==> config.mk <==
export PLATFORM = sky130hd
export DESIGN_NAME = recip_byte_shim
export DESIGN_NICKNAME = d
export VERILOG_FILES = /design/src/rtl/recip_pkg.sv /design/src/rtl/recip_byte_mux.sv /design/src/rtl/recip_byte_shim.sv
export SDC_FILE = /design/constraint.sdc
export NUM_CORES = 1
export LEC_CHECK = 0
export ABC_AREA = 1
export BUFFER_PORTS_ARGS = -buffer_cell sky130_fd_sc_hd__buf_2
export CORE_ASPECT_RATIO = 0.6
export CORE_MARGIN = 2
export CORE_UTILIZATION = 52
export DETAILED_ROUTE_END_ITERATION = 10
export PLACE_DENSITY = 0.78
export SETUP_SLACK_MARGIN = 0.5
export SLEW_MARGIN = 20
export SYNTH_ARGS = -nofsm -noshare
export SYNTH_HDL_FRONTEND = slang
export SYNTH_SLANG_ARGS = --single-unit
==> constraint.sdc <==
create_clock -name clk -period 3.42 [get_ports clk]
set_clock_uncertainty 0.2 [all_clocks]
set_input_delay 1.026 -clock clk [delete_from_list [all_inputs] [get_ports clk]]
set_output_delay 1.026 -clock clk [all_outputs]
set_load 0.01 [all_outputs]
==> src/rtl/recip_pkg.sv <==
// Shared types and constants for the byte-serial reciprocal shim.
// State encoding, widths and status-byte bit positions.
package recip_pkg;

    typedef enum logic [1:0] {
        LOAD,
        WAIT,
        READ
    } state_t;

    localparam int RECIP_W       = 24;
    localparam int OPERAND_BYTES = 3;
    localparam int RESULT_BYTES  = 4;
    localparam int STAT_SAT      = 7;
    localparam int STAT_ABS      = 6;

endpackage

==> src/rtl/recip_byte_mux.sv <==
// Read-byte selector: picks a result byte (MSB first) or the status byte.
// Ports: result/sat/abs (captured result), idx (read index), sel (byte).
module recip_byte_mux
    import recip_pkg::*;
#(
    parameter int DATA_W = RECIP_W,
    parameter int IW     = 2
) (
    input  logic [DATA_W-1:0] result,
    input  logic              sat,
    input  logic              abs,
    input  logic [IW-1:0]     idx,
    output logic [7:0]        sel
);

    localparam int NB = DATA_W / 8;

    logic [DATA_W-1:0] shifted;

    always_comb begin
        shifted = '0;
        sel     = 8'h00;
        if (int'(idx) < NB) begin
            shifted = result >> (8 * (NB - 1 - int'(idx)));
            sel     = shifted[7:0];
        end else begin
            sel[STAT_SAT] = sat;
            sel[STAT_ABS] = abs;
        end
    end

endmodule

==> src/rtl/recip_byte_shim.sv <==
// Byte-serial front/back end for the combinational reciprocal core.
// Ports: clk/reset; i_byte/i_wr/i_abs writes; i_rd/o_byte reads;
// o_ready/o_valid/o_overrun status; o_recip_*/i_recip_* to the core.
module recip_byte_shim
    import recip_pkg::*;
#(
    parameter int DATA_W      = RECIP_W,
    parameter int RESULT_WAIT = 1
) (
    input  logic              clk,
    input  logic              reset,
    input  logic [7:0]        i_byte,
    input  logic              i_wr,
    input  logic              i_abs,
    input  logic              i_rd,
    output logic [7:0]        o_byte,
    output logic              o_ready,
    output logic              o_valid,
    output logic              o_overrun,
    output logic [DATA_W-1:0] o_recip_data,
    output logic              o_recip_abs,
    input  logic [DATA_W-1:0] i_recip_data,
    input  logic              i_recip_sat
);

    localparam int NB = DATA_W / 8;
    localparam int IW = $clog2(NB + 1);

    state_t            state_q, state_d;
    logic [IW-1:0]     wr_idx_q, wr_idx_d;
    logic [IW-1:0]     rd_idx_q, rd_idx_d;
    logic [3:0]        cnt_q, cnt_d;
    logic [DATA_W-1:0] data_q, data_d;
    logic              abs_q, abs_d;
    logic [DATA_W-1:0] res_q, res_d;
    logic              sat_q, sat_d;
    logic              ovr_q, ovr_d;
    logic [7:0]        byte_q, byte_d;
    logic [7:0]        mux_byte;

    always_comb begin
        state_d  = state_q;
        wr_idx_d = wr_idx_q;
        rd_idx_d = rd_idx_q;
        cnt_d    = cnt_q;
        data_d   = data_q;
        abs_d    = abs_q;
        res_d    = res_q;
        sat_d    = sat_q;
        ovr_d    = ovr_q | (i_wr & (state_q != LOAD));
        unique case (state_q)
            LOAD: begin
                if (i_wr) begin
                    data_d   = {data_q[DATA_W-9:0], i_byte};
                    wr_idx_d = wr_idx_q + 1'b1;
                    if (wr_idx_q == IW'(NB - 1)) begin
                        abs_d    = i_abs;
                        cnt_d    = 4'(RESULT_WAIT - 1);
                        wr_idx_d = '0;
                        state_d  = WAIT;
                    end
                end
            end
            WAIT: begin
                if (cnt_q == 4'd0) begin
                    res_d    = i_recip_data;
                    sat_d    = i_recip_sat;
                    rd_idx_d = '0;
                    state_d  = READ;
                end else begin
                    cnt_d = cnt_q - 4'd1;
                end
            end
            READ: begin
                if (i_rd) begin
                    if (rd_idx_q == IW'(NB)) begin
                        rd_idx_d = '0;
                        state_d  = LOAD;
                    end else begin
                        rd_idx_d = rd_idx_q + 1'b1;
                    end
                end
            end
            default: state_d = LOAD;
        endcase
    end

    // o_byte is registered from the next-state view so the first
    // result byte appears right after the capture edge.
    recip_byte_mux #(
        .DATA_W (DATA_W),
        .IW     (IW)
    ) u_mux (
        .result (res_d),
        .sat    (sat_d),
        .abs    (abs_d),
        .idx    (rd_idx_d),
        .sel    (mux_byte)
    );

    assign byte_d = (state_d == READ) ? mux_byte : 8'h00;

    always_ff @(posedge clk) begin
        if (reset) begin
            state_q  <= LOAD;
            wr_idx_q <= '0;
            rd_idx_q <= '0;
            cnt_q    <= '0;
            data_q   <= '0;
            abs_q    <= 1'b0;
            res_q    <= '0;
            sat_q    <= 1'b0;
            ovr_q    <= 1'b0;
            byte_q   <= 8'h00;
        end else begin
            state_q  <= state_d;
            wr_idx_q <= wr_idx_d;
            rd_idx_q <= rd_idx_d;
            cnt_q    <= cnt_d;
            data_q   <= data_d;
            abs_q    <= abs_d;
            res_q    <= res_d;
            sat_q    <= sat_d;
            ovr_q    <= ovr_d;
            byte_q   <= byte_d;
        end
    end

    assign o_byte       = byte_q;
    assign o_ready      = (state_q == LOAD);
    assign o_valid      = (state_q == READ);
    assign o_overrun    = ovr_q;
    assign o_recip_data = data_q;
    assign o_recip_abs  = abs_q;

endmodule

==> impl_metrics.json, run 1 <==
{
  "crit_family": "adder cells",
  "cpPeakStageDelay_ns": 0.49,
  "grt_pass1_vias": 2520,
  "wire_per_inst_um": 11.6,
  "seqPwrFrac_pct": 49.0,
  "drt_iter0_drc": 162,
  "ff2ff_path_depth": 12,
  "finalHoldViolations": 0,
  "cpMaxStageDelayCell": "ha_1",
  "wl_met1_um": 3560,
  "critPathArrivalTime_ns": 2.84,
  "drtPass1Iterations": 4,
  "setup_ws_ns": 0.658,
  "slew_viol_final": 0,
  "peakVddDrop_uv": 247,
  "coreArea_sq_um": 5620,
  "wl_met3_um": 430,
  "period_share_pct": 80.8,
  "ys_ff_latch": 69,
  "dpl.hpwl_um": 5040,
  "synth.largest_area_cell": "dfxtp_1",
  "crit_top_cell": "inv_1",
  "die_x_um": 103,
  "slew_headroom_pct": 73.6,
  "route.met2.wl_um": 2850,
  "cts-buffers-inserted": 9,
  "rr_startpoint": "state_q[0]$_SDFF_PP0_",
  "placementRows": 21,
  "multiInputGateArea_sq_um": 1380,
  "grt-ovfl-total": 0,
  "timing_worst_setup_path_type": "flip-flop to flip-flop",
  "antenna_found_initial": 0,
  "path_buf_inv": 3,
  "period_needed_ns": 2.76,
  "track_usage_pct": 22.7,
  "power_frac_clock_pct": 33.1,
  "syn_inst": 437,
  "cts.clk_slew.worst_paths_ns": 0.07,
  "routabilityCongestion": 0.870,
  "area_growth_pct": 20.0,
  "p_per_area_nw_per_um2": 496,
  "switchingPower_mw": 0.520,
  "synthesis.area_sq_um": 3070,
  "cts_buffer_depth": 2,
  "vias": 2874,
  "worst_pin_slew_ns": 0.395,
  "outcome": "completed",
  "ff_latch_area_sq_um": 1380,
  "clock_sinks": 69,
  "cts_root_buffer": "clkbuf_8",
  "viasPerCell": 4.83,
  "grt_max_degree": 36,
  "antenna_cells": 0,
  "highest_layer": "met4",
  "cp-start-kind": "flip-flop",
  "ys_types": 25,
  "total_leakage_power_nw": 1.88,
  "synth_top_area_share_pct": 45.1,
  "fill_cells": 522,
  "setup_viol": 0,
  "grt_first_pass_wirelength_um": 11600,
  "seq_area_frac_synth_pct": 45.1,
  "crit_required_ns": 3.50,
  "swShare_pct": 28.5,
  "syn_nets": 483,
  "min_path_cells": 2,
  "yosys-top-cells-area": "dfxtp_1 (45%), nor2_1 (12%), nand2_1 (11%)",
  "critical_path.max_fanout": 8,
  "die_area_sq_um": 6550,
  "drtAntennaViolNets": 0,
  "insertion_delay_ns": 0.33,
  "yosys_warnings": 0,
  "fin_nets": 556,
  "drc": 0,
  "max_freq_mhz": 362,
  "finalHoldWorstSlack_ns": 0.276,
  "die_y_um": 63.5,
  "crit_cells": 12,
  "hp-class": "flip-flop to flip-flop",
  "start_util_pct": 54.5,
  "routed_wl_um": 6900,
  "pre_cts_slack_ns": 0.409,
  "p_int_mw": 1.30,
  "hold_start": "o_overrun$_SDFF_PP0_",
  "comb_power_share_pct": 17.9,
  "drive_gt1_share_pct": 21.2,
  "io_pins": 74,
  "grt_setup_unrepaired": "false",
  "startpoint": "state_q[0]$_SDFF_PP0_",
  "cts_tree": "yes",
  "end_kind": "flip-flop",
  "setup_tns_ns": 0,
  "portBuffers": 73,
  "cts_max_level": 3,
  "syn_area_per_cell_sq_um": 7.01,
  "crit_chain": "inv_1 -> ha_1 -> a31o_2 -> nand2_4 -> inv_1 -> ha_1 -> nand2_2 -> nor2_1 -> nand2_1 -> nand3_1 -> nand2_1 -> inv_1",
  "max_cap_violations": 0
}
==> through the flow <==
step | instance area (sq um) | power [mW] | cells | util, %
CTS | 3680 | 1.83 | 595 | 65.4
global placement | 3490 | 1.23 | 579 | 62.0
global route | 3680 | 1.93 | 595 | 65.4
floorplan | 3070 | 1.13 | 437 | -
detailed placement | 3490 | 1.24 | 579 | 62.0
finish | 3680 | 1.82 | 595 | 65.4
==> logic make-up after synthesis <==
kind of cell | count (synthesis) | synth area share, %
compound gates | 62 | 10.9
buf+inv | 74 | 10.1
flops | 69 | 45.1
simple gates | 224 | 30.7
fa+ha+maj | 8 | 3.27
==> worst paths after layout <==
path	slack, ns	to
worst max-delay path	0.66	o_byte[1]$_SDFF_PP0_
worst max register to register	0.66	o_byte[1]$_SDFF_PP0_
worst min-delay path	0.28	o_overrun$_SDFF_PP0_
worst min register to register	0.28	o_overrun$_SDFF_PP0_
==> cell usage after synthesis <==
cell type	count
inv_1	54
nor2_4	1
nand3_1	18
inv_2	1
nand2_4	1
buf_2	1
buf_4	2
a21oi_1	11
nor3_1	2
a211oi_1	2
o21ai_0	33
nand2_2	1
o21ai_1	11
ha_1	8
nor3_2	1
buf_6	3
nand3_4	2
a21oi_2	3
clkbuf_1	13
nor2_1	99
nor3b_1	1
a31o_2	2
nand2_1	90
dfxtp_1	69
nand4_1	8
==> layer usage <==
| metal | track usage, % | up-vias |
|---|---|---|
| li1 | - | 1505 |
| met1 | 33.6 | 1264 |
| met2 | 31.7 | 98 |
| met3 | 6.44 | 7 |
| met4 | 7.40 | 0 |
| met5 | 0 | - |
==> repair_timing <==
| item | in CTS | in global routing |
|---|---|---|
| hold buffers | 0 | 0 |
| resized for setup | 0 | 1 |
| endpoints found under the setup margin | 0 | 1 |
| buffers inserted | 0 | 0 |
| hold endpoints to repair | 0 | 0 |
==> cell usage in the layout, fill, tap and decap left out, drive strengths merged, types with 2 or more instances in the layout <==
| master | netlist | final |
|---|---|---|
| buf | 6 | 81 |
| nand2 | 92 | 92 |
| ha | 8 | 8 |
| a211oi | 2 | 2 |
| clkinv | 0 | 3 |
| nand3 | 20 | 20 |
| nand4 | 8 | 8 |
| nor2 | 100 | 100 |
| dfxtp | 69 | 69 |
| inv | 55 | 55 |
| clkbuf | 13 | 13 |
| o21ai | 44 | 44 |
| a31o | 2 | 2 |
| a21oi | 14 | 14 |
| nor3 | 3 | 3 |
==> worst reg2reg max path: cells and delay by family, from the launching register on <==
| family | cells | cell delay [ns] |
|---|---|---|
| flops | 1 | 0.40 |
| fa+ha+maj | 2 | 0.86 |
| buf+inv | 3 | 0.27 |
| simple gates | 6 | 0.67 |
| compound gates | 1 | 0.31 |
==> registers in the layout, indices dropped and copies added (netlist names) <==
signal	cells
o_recip_data	24
res_q	24
o_byte	8
cnt_q	4
rd_idx_q	2
state_q	2
wr_idx_q	2
o_overrun	1
o_recip_abs	1
sat_q	1
==> power by group through the flow <==
| stage | Combinational [mW] | Sequential, mW | Clock, mW |
|---|---|---|---|
| detailed placement | 0.323 | 0.912 | 0 |
| CTS | 0.325 | 0.894 | 0.616 |
| floorplan | 0.209 | 0.922 | 0 |
| finish | 0.326 | 0.894 | 0.605 |
| global route | 0.374 | 0.900 | 0.659 |
| global placement | 0.318 | 0.908 | 0 |
==> layout make-up <==
type,instances,share of cell area [%]
inverter,55,5.61
timing repair buffer,81,11.6
tap,80,2.72
clock inverter,3,0.510
clock buffer,13,4.59
multi-input combinational,294,37.4
sequential,69,37.6
Power figures use the tool's default switching activity.
==> run 2, diff against run 1 <==
- CORE_UTILIZATION: 52 -> 48
- PLACE_DENSITY: 0.78 -> 0.76
- clock period: 3.42 -> 2.2 ns (I/O delays scaled with it)
==> impl_metrics.json, run 2 (same netlist as run 1, synthesis figures left out) <==
{
  "routabilityCongestion": 0.822,
  "start_util_pct": 49.9,
  "die_x_um": 107,
  "worst_pin_slew_ns": 0.345,
  "finalHoldViolations": 0,
  "hp-class": "flip-flop to flip-flop",
  "period_share_pct": 93.9,
  "rr_startpoint": "state_q[1]$_SDFF_PP0_",
  "grt_max_degree": 33,
  "power_frac_clock_pct": 31.1,
  "fill_cells": 513,
  "wire_per_inst_um": 12.2,
  "fin_area_sq_um": 4130,
  "peakVddDrop_uv": 315,
  "p_per_area_nw_per_um2": 714,
  "p_int_mw": 2.10,
  "slew_viol_final": 0,
  "vias": 2943,
  "post-route-util_pct": 67.2,
  "cts_buffer_depth": 2,
  "portBuffers": 73,
  "critPathArrivalTime_ns": 2.14,
  "area_growth_pct": 34.6,
  "final_common_cell": "nor2_1",
  "outcome": "completed",
  "drtPass1Iterations": 4,
  "hold_start": "res_q[20]$_SDFF_PP0_",
  "postPlaceCellArea_sq_um": 3600,
  "seqPwrFrac_pct": 47.4,
  "drive_gt1_share_pct": 35.3,
  "routed_wl_um": 7540,
  "grt_setup_unrepaired": "true",
  "cpPeakStageDelay_ns": 0.36,
  "grt_first_pass_wirelength_um": 12200,
  "viasPerCell": 4.75,
  "fin_nets": 577,
  "comb_power_share_pct": 21.5,
  "die_area_sq_um": 7060,
  "drtAntennaViolNets": 0,
  "critical_path.max_fanout": 8,
  "crit_chain": "buf_4 -> ha_4 -> a31o_4 -> nand2_4 -> inv_4 -> ha_4 -> nand2_8 -> nor2_1 -> nand2_1 -> nand3_2 -> nand2_1 -> inv_1",
  "dpl.hpwl_um": 5040,
  "drt_iter0_drc": 136,
  "drc": 0,
  "cts_max_level": 3,
  "placementRows": 22,
  "antenna_found_initial": 0,
  "antenna_cells": 0,
  "switchingPower_mw": 0.840,
  "die_y_um": 65.9,
  "coreArea_sq_um": 6140,
  "cts_root_buffer": "clkbuf_8",
  "cts-buffers-inserted": 9,
  "cts_hold_buf": 0,
  "clock_sinks": 69,
  "max_freq_mhz": 484,
  "track_usage_pct": 22.2,
  "period_needed_ns": 2.07,
  "startpoint": "state_q[1]$_SDFF_PP0_",
  "end_kind": "flip-flop",
  "cts_tree": "yes",
  "crit_required_ns": 2.27,
  "crit_family": "adder cells",
  "slew_headroom_pct": 76.8,
  "final_cell_mix": "nor2_1 (90), nand2_1 (80), buf_2 (69)",
  "grt_pass1_vias": 2627,
  "path_buf_inv": 3,
  "cts.clk_slew.worst_paths_ns": 0.07,
  "cp-start-kind": "flip-flop",
  "grt-ovfl-total": 0,
  "io_pins": 74,
  "cpMaxStageDelayCell": "dfxtp_4",
  "swShare_pct": 28.5,
  "max_cap_violations": 0,
  "insertion_delay_ns": 0.32,
  "timing_worst_setup_path_type": "flip-flop to flip-flop",
  "total_leakage_power_nw": 2.03,
  "setup_viol": 0
}
-- run 2: cell types whose count changed in the layout (fill, tap and decap cells not counted), moves of 9 or more --
| cell | delta |
|---|---|
| dfxtp_1 | -19 |
| nor2_1 | -9 |
| nand2_1 | -9 |
| inv_1 | -9 |
| dfxtp_2 | +17 |
| buf_4 | +14 |
-- run 2: worst reg2reg max path, cell delays in order, from the launching register on --
cell	delay, ns
dfxtp_4	0.36
buf_4	0.14
ha_4	0.18
a31o_4	0.24
nand2_4	0.07
inv_4	0.04
ha_4	0.32
nand2_8	0.09
nor2_1	0.11
nand2_1	0.09
nand3_2	0.08
nand2_1	0.05
inv_1	0.06
-- run 2: power by group through the flow --
stage | Clock [mW] | Combinational (mW) | Sequential [mW]
after floorplan | 0 | 0.343 | 1.43
after global placement | 0 | 0.518 | 1.41
after detailed placement | 0 | 0.532 | 1.42
after CTS | 0.937 | 0.576 | 1.39
after global routing | 0.999 | 0.707 | 1.41
final | 0.915 | 0.633 | 1.40
-- run 2: cell type report --
| type | instances | area, sq um | share of cell area [%] |
|---|---|---|---|
| clock inverter | 1 | 5.00 | 0.121 |
| inverter | 55 | 224 | 5.43 |
| sequential | 69 | 1410 | 34.2 |
| multi-input combinational | 294 | 1550 | 37.7 |
| clock buffer | 14 | 173 | 4.18 |
| timing repair buffer | 102 | 656 | 15.9 |
| tap | 84 | 105 | 2.55 |
-- run 2: metrics by stage --
| stage | worst slack [ns] | std cells | hold WS (ns) | power [mW] | setup TNS (ns) |
|---|---|---|---|---|---|
| floorplan | 0.169 | 437 | 0.251 | 1.78 | 0 |
| global placement | 0.0493 | 587 | 0.247 | 1.93 | 0 |
| detailed placement | -0.0249 | 587 | 0.256 | 1.95 | -0.0747 |
| CTS | 0.187 | 613 | 0.271 | 2.90 | 0 |
| global route | 0.0376 | 619 | 0.295 | 3.11 | 0 |
| finish | 0.133 | 619 | 0.271 | 2.95 | 0 |
-- run 2: worst paths after layout --
path                          end  slack [ns]  depth (start not counted)
min reg2reg  res_q[20]$_SDFF_PP0_        0.27                          2
min          res_q[20]$_SDFF_PP0_        0.27                          2
max          o_byte[0]$_SDFF_PP0_        0.13                         12
max reg2reg  o_byte[0]$_SDFF_PP0_        0.13                         12
-- run 2: metal layers --
metal  wire [um]  track usage [%]
met2        3430             35.0
met1        3580             29.8
met4          69             7.31
met5           0                0
met3         455             5.71
-- run 2: timing repair --
| item | in CTS | in global routing |
|---|---|---|
| pin swaps | 15 | 13 |
| setup endpoints to repair | 32 | 47 |
| resized for setup | 30 | 46 |
| buffers inserted | 11 | 6 |
